## src/rtl/gmii_rx_stream.sv

```systemverilog
// GMII receive parser: filters frames by MAC, EtherType and stream id, then
// unpacks 48-bit video words or 12-bit audio samples into the downstream FIFOs.
module gmii_rx_stream #(
  parameter logic [47:0] MAC_ADDR  = 48'h00_37_FF_00_00_01,
  parameter logic [15:0] ETHTYPE   = 16'h88B5,
  parameter int          VID_WORDS = 160,
  parameter int          AUD_MAX   = 10
) (
  input  logic        rx_clk,
  input  logic        sys_rst,
  input  logic        id,
  input  logic        rx_dv,
  input  logic        rx_er,
  input  logic [7:0]  rxd,
  input  logic        vid_full,
  output logic        vid_wr_en,
  output logic [47:0] vid_din,
  output logic [10:0] vid_line,
  input  logic        aud_full,
  output logic        aud_wr_en,
  output logic [11:0] aud_din,
  output logic        frame_ok,
  output logic        frame_err,
  output logic [15:0] drop_cnt
);

  typedef enum logic [3:0] {IDLE, PRE, DA, SA, ETYPE, HDR, VDATA, ADATA, DROP} state_t;

  state_t      state;
  logic [3:0]  bcnt;
  logic [15:0] wcnt;
  logic [39:0] sr;
  logic        uc_miss, bc_miss, hdr_bad, is_aud;
  logic [2:0]  line_hi;
  logic [3:0]  aud_n;

  logic [47:0] mac_sh;
  logic [7:0]  da_byte, et_byte;
  logic        uc_next, bc_next, abort, n_ok, last_vid, last_aud;

  always_comb begin
    mac_sh   = MAC_ADDR << {bcnt, 3'b000};
    da_byte  = mac_sh[47:40];
    et_byte  = bcnt[0] ? ETHTYPE[7:0] : ETHTYPE[15:8];
    uc_next  = uc_miss | (rxd != da_byte);
    bc_next  = bc_miss | (rxd != 8'hFF);
    abort    = !rx_dv | rx_er;
    n_ok     = (rxd[3:0] != 4'd0) && ({28'd0, rxd[3:0]} <= 32'(AUD_MAX));
    last_vid = (wcnt == 16'(VID_WORDS - 1));
    last_aud = (wcnt == {12'd0, aud_n} - 16'd1);
  end

  always_ff @(posedge rx_clk) begin
    if (sys_rst) begin
      state     <= IDLE;
      bcnt      <= '0;
      wcnt      <= '0;
      sr        <= '0;
      uc_miss   <= 1'b0;
      bc_miss   <= 1'b0;
      hdr_bad   <= 1'b0;
      is_aud    <= 1'b0;
      line_hi   <= '0;
      aud_n     <= '0;
      vid_wr_en <= 1'b0;
      vid_din   <= '0;
      vid_line  <= '0;
      aud_wr_en <= 1'b0;
      aud_din   <= '0;
      frame_ok  <= 1'b0;
      frame_err <= 1'b0;
      drop_cnt  <= '0;
    end else begin
      vid_wr_en <= 1'b0;
      aud_wr_en <= 1'b0;
      frame_ok  <= 1'b0;
      frame_err <= 1'b0;
      case (state)
        IDLE: if (rx_dv && rxd == 8'h55) state <= PRE;
        PRE: begin
          if (!rx_dv) state <= IDLE;
          else if (rxd == 8'hD5) begin
            state   <= DA;
            bcnt    <= '0;
            uc_miss <= 1'b0;
            bc_miss <= 1'b0;
          end else if (rxd != 8'h55) state <= DROP;
        end
        DA: begin
          if (abort) state <= IDLE;
          else begin
            uc_miss <= uc_next;
            bc_miss <= bc_next;
            bcnt    <= bcnt + 4'd1;
            if (bcnt == 4'd5) begin
              bcnt  <= '0;
              state <= (uc_next && bc_next) ? DROP : SA;
            end
          end
        end
        SA: begin
          if (abort) state <= IDLE;
          else begin
            bcnt <= bcnt + 4'd1;
            if (bcnt == 4'd5) begin
              bcnt  <= '0;
              state <= ETYPE;
            end
          end
        end
        ETYPE: begin
          if (abort) state <= IDLE;
          else if (rxd != et_byte) state <= DROP;
          else if (bcnt == 4'd1) begin
            bcnt    <= '0;
            hdr_bad <= 1'b0;
            state   <= HDR;
          end else bcnt <= 4'd1;
        end
        HDR: begin
          if (abort) state <= IDLE;
          else begin
            bcnt <= bcnt + 4'd1;
            case (bcnt)
              4'd0: if (rxd[0] != id) hdr_bad <= 1'b1;
              4'd1: begin
                if (rxd == 8'h00) is_aud <= 1'b0;
                else if (rxd == 8'h01) is_aud <= 1'b1;
                else hdr_bad <= 1'b1;
              end
              4'd2: line_hi <= rxd[2:0];
              default: begin
                bcnt <= '0;
                wcnt <= '0;
                if (hdr_bad) state <= DROP;
                else if (!is_aud) begin
                  vid_line <= {line_hi, rxd};
                  state    <= VDATA;
                end else if (n_ok) begin
                  aud_n <= rxd[3:0];
                  state <= ADATA;
                end else state <= DROP;
              end
            endcase
          end
        end
        // Partial words simply stay in sr on abort; only completed words are written.
        VDATA: begin
          if (abort) begin
            frame_err <= 1'b1;
            state     <= IDLE;
          end else begin
            sr   <= {sr[31:0], rxd};
            bcnt <= bcnt + 4'd1;
            if (bcnt == 4'd5) begin
              bcnt <= '0;
              wcnt <= wcnt + 16'd1;
              if (vid_full) begin
                if (drop_cnt != '1) drop_cnt <= drop_cnt + 16'd1;
              end else begin
                vid_wr_en <= 1'b1;
                vid_din   <= {sr, rxd};
              end
              if (last_vid) begin
                frame_ok <= 1'b1;
                state    <= DROP;
              end
            end
          end
        end
        ADATA: begin
          if (abort) begin
            frame_err <= 1'b1;
            state     <= IDLE;
          end else begin
            sr   <= {sr[31:0], rxd};
            bcnt <= bcnt + 4'd1;
            if (bcnt == 4'd1) begin
              bcnt <= '0;
              wcnt <= wcnt + 16'd1;
              if (aud_full) begin
                if (drop_cnt != '1) drop_cnt <= drop_cnt + 16'd1;
              end else begin
                aud_wr_en <= 1'b1;
                aud_din   <= {sr[3:0], rxd};
              end
              if (last_aud) begin
                frame_ok <= 1'b1;
                state    <= DROP;
              end
            end
          end
        end
        DROP: if (!rx_dv) state <= IDLE;
        default: state <= IDLE;
      endcase
    end
  end

endmodule

```

## config.mk

```make
export PLATFORM = sky130hd
export DESIGN_NAME = gmii_rx_stream
export DESIGN_NICKNAME = d
export VERILOG_FILES = /design/src/rtl/gmii_rx_stream.sv
export SDC_FILE = /design/constraint.sdc
export NUM_CORES = 1
export LEC_CHECK = 0
export CORE_MARGIN = 1.5
export CORE_UTILIZATION = 43
export CTS_BUF_LIST = sky130_fd_sc_hd__clkbuf_16
export DETAILED_ROUTE_END_ITERATION = 8
export GPL_ROUTABILITY_DRIVEN = 1
export GPL_TIMING_DRIVEN = 1
export PLACE_DENSITY = 0.74
export SYNTH_ARGS = -nofsm -noshare
export SYNTH_HDL_FRONTEND = slang
export SYNTH_SLANG_ARGS = --single-unit
```

## constraint.sdc

```tcl
create_clock -name rx_clk -period 6.14 [get_ports rx_clk]
set_clock_uncertainty 0.05 [all_clocks]
set_input_delay 1.228 -clock rx_clk [delete_from_list [all_inputs] [get_ports rx_clk]]
set_output_delay 1.228 -clock rx_clk [all_outputs]
set_load 0.01 [all_outputs]
```

# == Yosys cells after proc, flatten, opt, wreduce, memory -nomap -nowiden ==
# Cells that the tools add are included.
# word_totals
in_bits,15
regBits,166
# op_classes
addsub,4
eq_ne,52
bitwise,14
n_mux,80
magnitude_cmp,1
shift,1
n_reduce_logical,33
# ops
cell,count
16-bit 2-to-1 mux,13
4-bit 2-to-1 mux,34
16-bit case mux with 3 select lines,1
"38-bit by 7-bit << shifter with 48-bit output, first input constant",1
4-bit case mux with 9 select lines,1
"2-bit != test, second input constant",17
"3-bit != test, second input constant",11
"16-bit by 1-bit adder with 16-bit output, second input constant",2
16-bit case mux with 2 select lines,1
1-bit 2-to-1 mux,23
"4-bit by 3-bit == test with 1-bit output, second input constant",5
4-bit case mux with 5 select lines,1
16-bit == test,1
"16-bit by 8-bit == test with 1-bit output, second input constant",1
"16-bit != test, second input constant",1
8-bit != test,2
4-bit AND reduction,4
7-bit AND reduction,2
"4-bit by 2-bit == test with 1-bit output, second input constant",3
1-bit NOT,11
11-bit AND reduction,1
1-bit case mux with 2 select lines,5
9-bit AND reduction,1
"4-bit by 1-bit == test with 1-bit output, second input constant",2
29 further kinds,41

# == Longest topological paths before layout ==
# Gate-level depths: netlist (run 1).
# logic_depth
word_depth,8
depth_mapped,9

# == Least setup slack after synthesis (run 1) ==
# Ideal clock, no wire load.
# synth_timing
path_type,input to register
startpoint,input rxd[7]
endpoint,register bcnt[1]
t_required_ns,6.020
n_path_buf,1
cell_stages,7
setup_slack_ns,3.212
arrival_time_ns,2.807
cell_sequence,clkbuf_1 -> nor4bb_1 -> nand3_1 -> a211oi_1 -> o21ai_0 -> or3_1 -> a21oi_1
# synth_via
elab_chain_len,3
elab_cells_between_ends,5
# synth_lines
element,line_no,text
start: declaration,14,"input logic [7:0] rxd,"
8-bit != test / 8-bit == test (equally long branches),"113, 82",
2-bit != test (no line),--,
8-bit AND reduction (no line) *,--,
end signal: assignment,104,bcnt <= bcnt + 4'd1;
end signal: assignment,123,bcnt <= bcnt + 4'd1;
end signal: assignment,154,bcnt <= bcnt + 4'd1;
end: declaration,30,logic [3:0] bcnt;
# Mark *: on every way between the ends. The rest lies on a longest branch, timed or not.
# A chain may end at the register's enable or synchronous reset.

# == Worst setup path after layout (run 1) ==
# layout_timing
startpoint,input rx_dv
endpoint,register aud_din[10]
# layout_via
elab_chain_len,4
# layout_lines
element,line_no,text
start: declaration,12,"input logic rx_dv,"
1-bit logical NOT,--,
1-bit bitwise OR,47,abort = !rx_dv | rx_er;
1-bit NOT (no line),--,
4-bit AND reduction (no line),--,
end signal: assignment,185,"aud_din <= {sr[3:0], rxd};"
end: declaration,21,"output logic [11:0] aud_din,"
# No other way between the ends.

==> results of run 1 <==
==> power by group through the flow <==
stage | sequential, mW | clock [mW] | combinational, mW
2_1_floorplan | 1.11 | 0 | 0.130
3_3_place_gp | 1.13 | 0 | 0.156
3_5_place_dp | 1.13 | 0 | 0.153
4_1_cts | 1.10 | 1.08 | 0.153
5_1_grt | 1.11 | 1.13 | 0.170
6_report | 1.11 | 1.07 | 0.155
==> worst max path at each step <==
stage,slack (ns),cells after the start,end,startpoint
2_1_floorplan,3.21,7,bcnt[1],rxd[7]
3_3_place_gp,2.01,6,aud_din[11],rx_dv
3_5_place_dp,1.92,6,aud_din[10],rx_dv
4_1_cts,2.36,6,aud_din[10],rx_dv
5_1_grt,2.10,6,aud_din[3],rx_dv
6_report,2.33,6,aud_din[10],rx_dv
==> sequential cells by signal (all words and copies together), names as in the netlist, 3 cells and up <==
register and count:
sr 40, bcnt 4, wcnt 16, vid_din 48, line_hi 3, state 4
aud_n 4, drop_cnt 16, vid_line 11, aud_din 12
==> tightest hold or removal path, cell delays in order (launching register included) <==
cell     delay, ns
dfxtp_1       0.31
nand2_1       0.05
a21oi_1       0.05
==> cells in the final DEF (no fill, tap or decap), drive strengths merged, types with 6 or more instances in the layout <==
| cell type | netlist | final |
|---|---|---|
| clkinv | 0 | 6 |
| and4 | 6 | 6 |
| inv | 13 | 17 |
| ha | 7 | 7 |
| nand2 | 198 | 198 |
| nor4 | 11 | 11 |
| nor2 | 78 | 78 |
| nor3 | 13 | 13 |
| dfxtp | 166 | 166 |
| a21oi | 111 | 111 |
| or3 | 12 | 12 |
| clkdlybuf4s50 | 0 | 104 |
| o21ai | 23 | 23 |
| xnor2 | 22 | 22 |
| nor2b | 7 | 7 |
| xor2 | 9 | 9 |
| and3 | 7 | 7 |
| mux2i | 34 | 34 |
| clkbuf | 44 | 17 |
| buf | 11 | 7 |
| nand4 | 15 | 15 |
| nand3 | 20 | 20 |
==> through the flow <==
step / worst slack, ns / std cells
3_5_place_dp: 1.92 / 1144
4_1_cts: 2.36 / 1176
2_1_floorplan: 3.21 / 872
3_3_place_gp: 2.01 / 1144
5_1_grt: 2.10 / 1176
6_report: 2.33 / 1176
==> cell families after synthesis <==
group                      after synthesis  share of synthesized area [%]
xor gates and xnor gates                31                           3.80
and+or+nand+nor                        401                           26.0
buffers and inverters                   68                           4.17
muxes                                   35                           4.92
adders and majority gates                7                           1.23
DFF                                    166                           46.5
AOI/OAI and AO/OA                      164                           13.4
==> metal layers <==
metal / vias to the layer above / share of wire (%)
li1: 3139 / -
met4: 0 / 1.3
met3: 17 / 5.5
met2: 189 / 45
met1: 2952 / 48
met5: - / 0
==> layout make-up <==
class,count,share of cell area [%]
well taps,216,3.04
multi-input cells,638,39.9
clock inverters,15,1.95
inverters,13,0.550
repair buffers,111,12.3
clock buffers,17,4.79
flip-flops and latches,166,37.4
==> impl_metrics.yaml, run 1 <==
outcome:
  run_status: "completed"
power:
  power_frac_comb_pct: 6.7
  p_leak_nw: 2.89
  p_clk_share_pct: 45.8
  worst_ir_drop_vdd_mv: 0.251
  internal_power_mw: 1.75
  cellPowerDensity_nw_per_um2: 262
  swShare_pct: 24.8
  p_sw_mw: 0.577
  pwr-share-seq_pct: 47.5
  power_mw: 2.33
worst_hold_path:
  min_path_type: "flip-flop to flip-flop"
  holdPathEnd: "vid_din[32]"
  worstHoldStart: "vid_din[32]"
  whs_path_depth: 2
floorplanning:
  core_area_um2: 16100
  start_util_pct: 44.5
  rows: 46
  pin_count: 106
  fp.dieH_um: 132
  die_area_um2: 17400
  die_w_um: 132
timing:
  fin_crit_sh_pct: 62.0
  hold_ws_ns: 0.403
  period_needed_ns: 3.81
  tns_ns: 0
  setup_viol: 0
  rsz0062_at_grt: "false"
  worstMarginPinSlew_ns: 1.10
  slew_viol_final: 0
  finalHoldViolCount: 0
  timing.fmax_ghz: 0.263
  slew_headroom_pct: 26.0
yosys:
  synthCells: 872
  async_flop_share_pct: 0
  syn_area_um2: 7140
  yosysWarnings: 0
  yosysSeqAreaShare_pct: 46.5
  synth_area_leader_cell: "dfxtp_1"
  netlist_top_cells_area: "dfxtp_1 (47%), nand2_1 (10%), a21oi_1 (7.7%)"
  synthTopCellsByCount: "nand2_1 (198), dfxtp_1 (166), a21oi_1 (110)"
  synth.avg_cell_area_um2: 8.19
  ys_seq_elements: 166
  synth-edff-count: 0
  syn_nets: 894
  synth_cell_types: 67
  synth_ff_type: "dfxtp_1"
  synth_top_area_share_pct: 46.5
  synth.most_common_cell: "nand2_1"
flow_run:
  drv_cap: 0
critical_path:
  crit_family: "simple AND/OR/NAND/NOR gates"
  max_stage_delay_ns: 0.96
  worstPathArrival_ns: 4.05
  crit_buf_inv: 1
  crit_type: "primary input to flip-flop"
  start_kind: "primary input"
  worstRegToRegCells: 5
  crit_slowest_cell: "nor3_2"
  reg2reg_from: "state[0]"
  critPathCaptureType: "flip-flop"
  cp_max_fo: 12
  r2r_setup_slack_ns: 3.42
  crit_required_ns: 6.38
  r2r_end: "aud_din[10]"
  path_cells: "clkdlybuf4s50_1 -> nor2b_1 -> nand4_1 -> nor3_2 -> mux2i_1 -> nor2_1"
global_routing:
  grt_use_met2_pct: 31.3
  grtUsageTotal_pct: 20.6
  antenna_found_initial: 0
  grt_max_degree: 91
  grt_pass1_wl_mm: 29.4
  grt_overflow: 0
  grt_pass1_vias: 5801
  top_usage_layer: "met2"
  grt_util_met3_pct: 5.00
  grt_use_met1_pct: 28.5
route:
  ant_nets: 0
  avgViaCountPerCell: 5.35
  wl_per_cell_um: 14.9
  route.vias.total: 6297
  drc: 0
  drt_first_pass_iters: 5
  drtIter0Drc: 523
  wirelength_mm: 17.6
cells_and_area:
  drive_gt1_share_pct: 6.15
  area_growth_pct: 24.3
  n_fill_cell: 1486
  seqCellArea_um2: 3320
  design_area_um2: 8880
  multi_input_comb_area_um2: 3540
  diodes: 0
  fin_nets: 969
  utilization_pct: 55.3
cts:
  cts_tree: "done"
  clkSinkCount: 166
  postCtsSetupRepairBufs: 0
  clockBufferDepth: 2
  clockRootBuffer: "clkbuf_16"
  cts_resized: 0
  cts_max_level: 4
  cts_buffers: 17
  clock_latency_ns: 0.43
  clk_pin_slew_ns: 0.07
  cts.hold.buffers_added: 0
placed_design:
  place_congestion: 0.874
  numPortBuffers: 105
  place_area_um2: 8280
  hpwl_mm: 11.6
Note: power is estimated with default switching activity, not from simulation.
==> run 2: changes to the inputs <==
==> constraint.sdc (replaced) <==
create_clock -name rx_clk -period 4 [get_ports rx_clk]
set_clock_uncertainty 0.05 [all_clocks]
set_input_delay 0.8 -clock rx_clk [delete_from_list [all_inputs] [get_ports rx_clk]]
set_output_delay 0.8 -clock rx_clk [all_outputs]
set_load 0.01 [all_outputs]
==> impl_metrics.yaml, run 2 (synthesized netlist as in run 1, its figures left out) <==
cts:
  clkSinkCount: 166
  postCtsSetupRepairBufs: 0
  clockRootBuffer: "clkbuf_16"
  clock_latency_ns: 0.43
  cts_resized: 0
  cts_max_level: 4
  clockBufferDepth: 2
  cts_tree: "done"
  clk_pin_slew_ns: 0.07
  cts.hold.buffers_added: 0
  cts_buffers: 17
critical_path:
  path_cells: "clkdlybuf4s50_1 -> nor4bb_1 -> nand3_1 -> a211oi_1 -> o21ai_0 -> or3_1 -> a21oi_1"
  cp_max_fo: 9
  crit_type: "primary input to flip-flop"
  max_stage_delay_ns: 0.63
  crit_family: "simple AND/OR/NAND/NOR gates"
  critPathCaptureType: "flip-flop"
  crit_buf_inv: 1
  start_kind: "primary input"
  reg2reg_from: "bcnt[0]"
  crit_required_ns: 4.31
  worstPathArrival_ns: 3.25
  r2r_setup_slack_ns: 1.19
  crit_slowest_cell: "clkdlybuf4s50_1"
  r2r_end: "vid_line[5]"
  worstRegToRegCells: 9
timing:
  timing.fmax_ghz: 0.340
  finalHoldViolCount: 0
  slew_headroom_pct: 53.1
  rsz0062_at_grt: "false"
  tns_ns: 0
  worst_slack_ns: 1.06
  slew_viol_final: 0
  period_needed_ns: 2.94
  worstMarginPinSlew_ns: 0.699
  fin_crit_sh_pct: 73.6
  setup_viol: 0
cells_and_area:
  design_area_um2: 8940
  layout_commonest_cell: "nand2_1"
  n_fill_cell: 1485
  diodes: 0
  stdcell_count: 1180
  regMostFlops: "vid_din"
  final_cell_mix: "nand2_1 (198), dfxtp_1 (166), a21oi_1 (110), clkdlybuf4s50_1 (104), nor2_1 (77)"
  fin_nets: 973
  seqCellArea_um2: 3320
  top_regs: "vid_din (48), sr (40)"
  largest_register_ffs: 48
  utilization_pct: 55.7
  area_growth_pct: 25.1
  multi_input_comb_area_um2: 3540
  drive_gt1_share_pct: 6.54
route:
  drt_first_pass_iters: 4
  avgViaCountPerCell: 5.36
  drc: 0
  route.vias.total: 6327
  drtIter0Drc: 421
  ant_nets: 0
  wirelength_mm: 18.2
  wl_per_cell_um: 15.4
worst_hold_path:
  worstHoldStart: "vid_din[16]"
  min_path_type: "flip-flop to flip-flop"
  holdPathEnd: "vid_din[16]"
  whs_path_depth: 2
flow_run:
  drv_cap: 0
global_routing:
  grt_max_degree: 99
  grt_pass1_vias: 5930
  antenna_found_initial: 0
  grt_pass1_wl_mm: 30.0
  grt_overflow: 0
  grtUsageTotal_pct: 21.0
floorplanning:
  pin_count: 106
  rows: 46
  die_w_um: 132
  start_util_pct: 44.5
  die_area_um2: 17400
  fp.dieH_um: 132
  core_area_um2: 16100
power:
  worst_ir_drop_vdd_mv: 0.293
  cellPowerDensity_nw_per_um2: 405
  p_leak_nw: 2.93
placed_design:
  place_area_um2: 8320
  dpl.cell_count: 1148
  numPortBuffers: 105
  hpwl_mm: 12.0
  place_congestion: 0.881
  dp_slack_ns: 0.675
outcome:
  run_status: "completed"
## run 2: cell types whose count changed in the layout (fill, tap and decap cells not counted), sizes merged
cell | before | now
clkinvlp | 3 | 2
clkinv | 6 | 7
buf | 7 | 11
## run 2: worst reg2reg max path, cell delays in order (launching register included)
cell	delay, ns
dfxtp_1	0.47
inv_1	0.13
ha_1	0.27
nor3_1	0.48
o211a_1	0.26
o21ai_1	0.23
nor4_2	0.24
buf_4	0.28
mux2i_1	0.23
nor2_1	0.05
## run 2: final cells by class
| class | count | area share, % |
|---|---|---|
| Timing Repair Buffer | 115 | 12.7 |
| Tap cell | 216 | 3.02 |
| Clock inverter | 15 | 2.16 |
| Clock buffer | 17 | 4.76 |
| Inverter | 13 | 0.546 |
| Multi-Input combinational cell | 638 | 39.6 |
| Sequential cell | 166 | 37.2 |
## run 2: metrics by stage
| step | hold WS, ns | power [mW] |
|---|---|---|
| 3_5_place_dp | 0.395 | 1.97 |
| 2_1_floorplan | 0.382 | 1.91 |
| 3_3_place_gp | 0.392 | 1.97 |
| 5_1_grt | 0.429 | 3.74 |
| 4_1_cts | 0.405 | 3.66 |
| 6_report | 0.403 | 3.62 |
## run 2: worst max path at each step
stage / startpoint / endpoint / slack, ns / cells after the start
6_report: rxd[6] / bcnt[1] / 1.06 / 7
5_1_grt: rxd[5] / bcnt[1] / 0.93 / 7
4_1_cts: rxd[5] / bcnt[1] / 1.13 / 7
3_5_place_dp: rxd[5] / bcnt[1] / 0.68 / 7
3_3_place_gp: rxd[5] / bcnt[1] / 0.72 / 7
2_1_floorplan: rxd[7] / bcnt[1] / 1.50 / 7
## run 2: where the power goes
group / total, mW / internal (mW) / switching [mW] / leakage, nW
clock: 1.68 / 0.947 / 0.737 / 0.295
combinational: 0.241 / 0.0949 / 0.146 / 1.30
sequential: 1.70 / 1.66 / 0.0382 / 1.34
total: 3.62 / 2.70 / 0.921 / 2.93
## run 2: metal layers
layer,vias up,part of all wire [%],GRT usage (%)
li1,3144,-,-
met1,2973,47,27.9
met2,181,45,32.7
met3,29,5.4,5.42
met4,0,2.5,8.27
met5,-,0,0
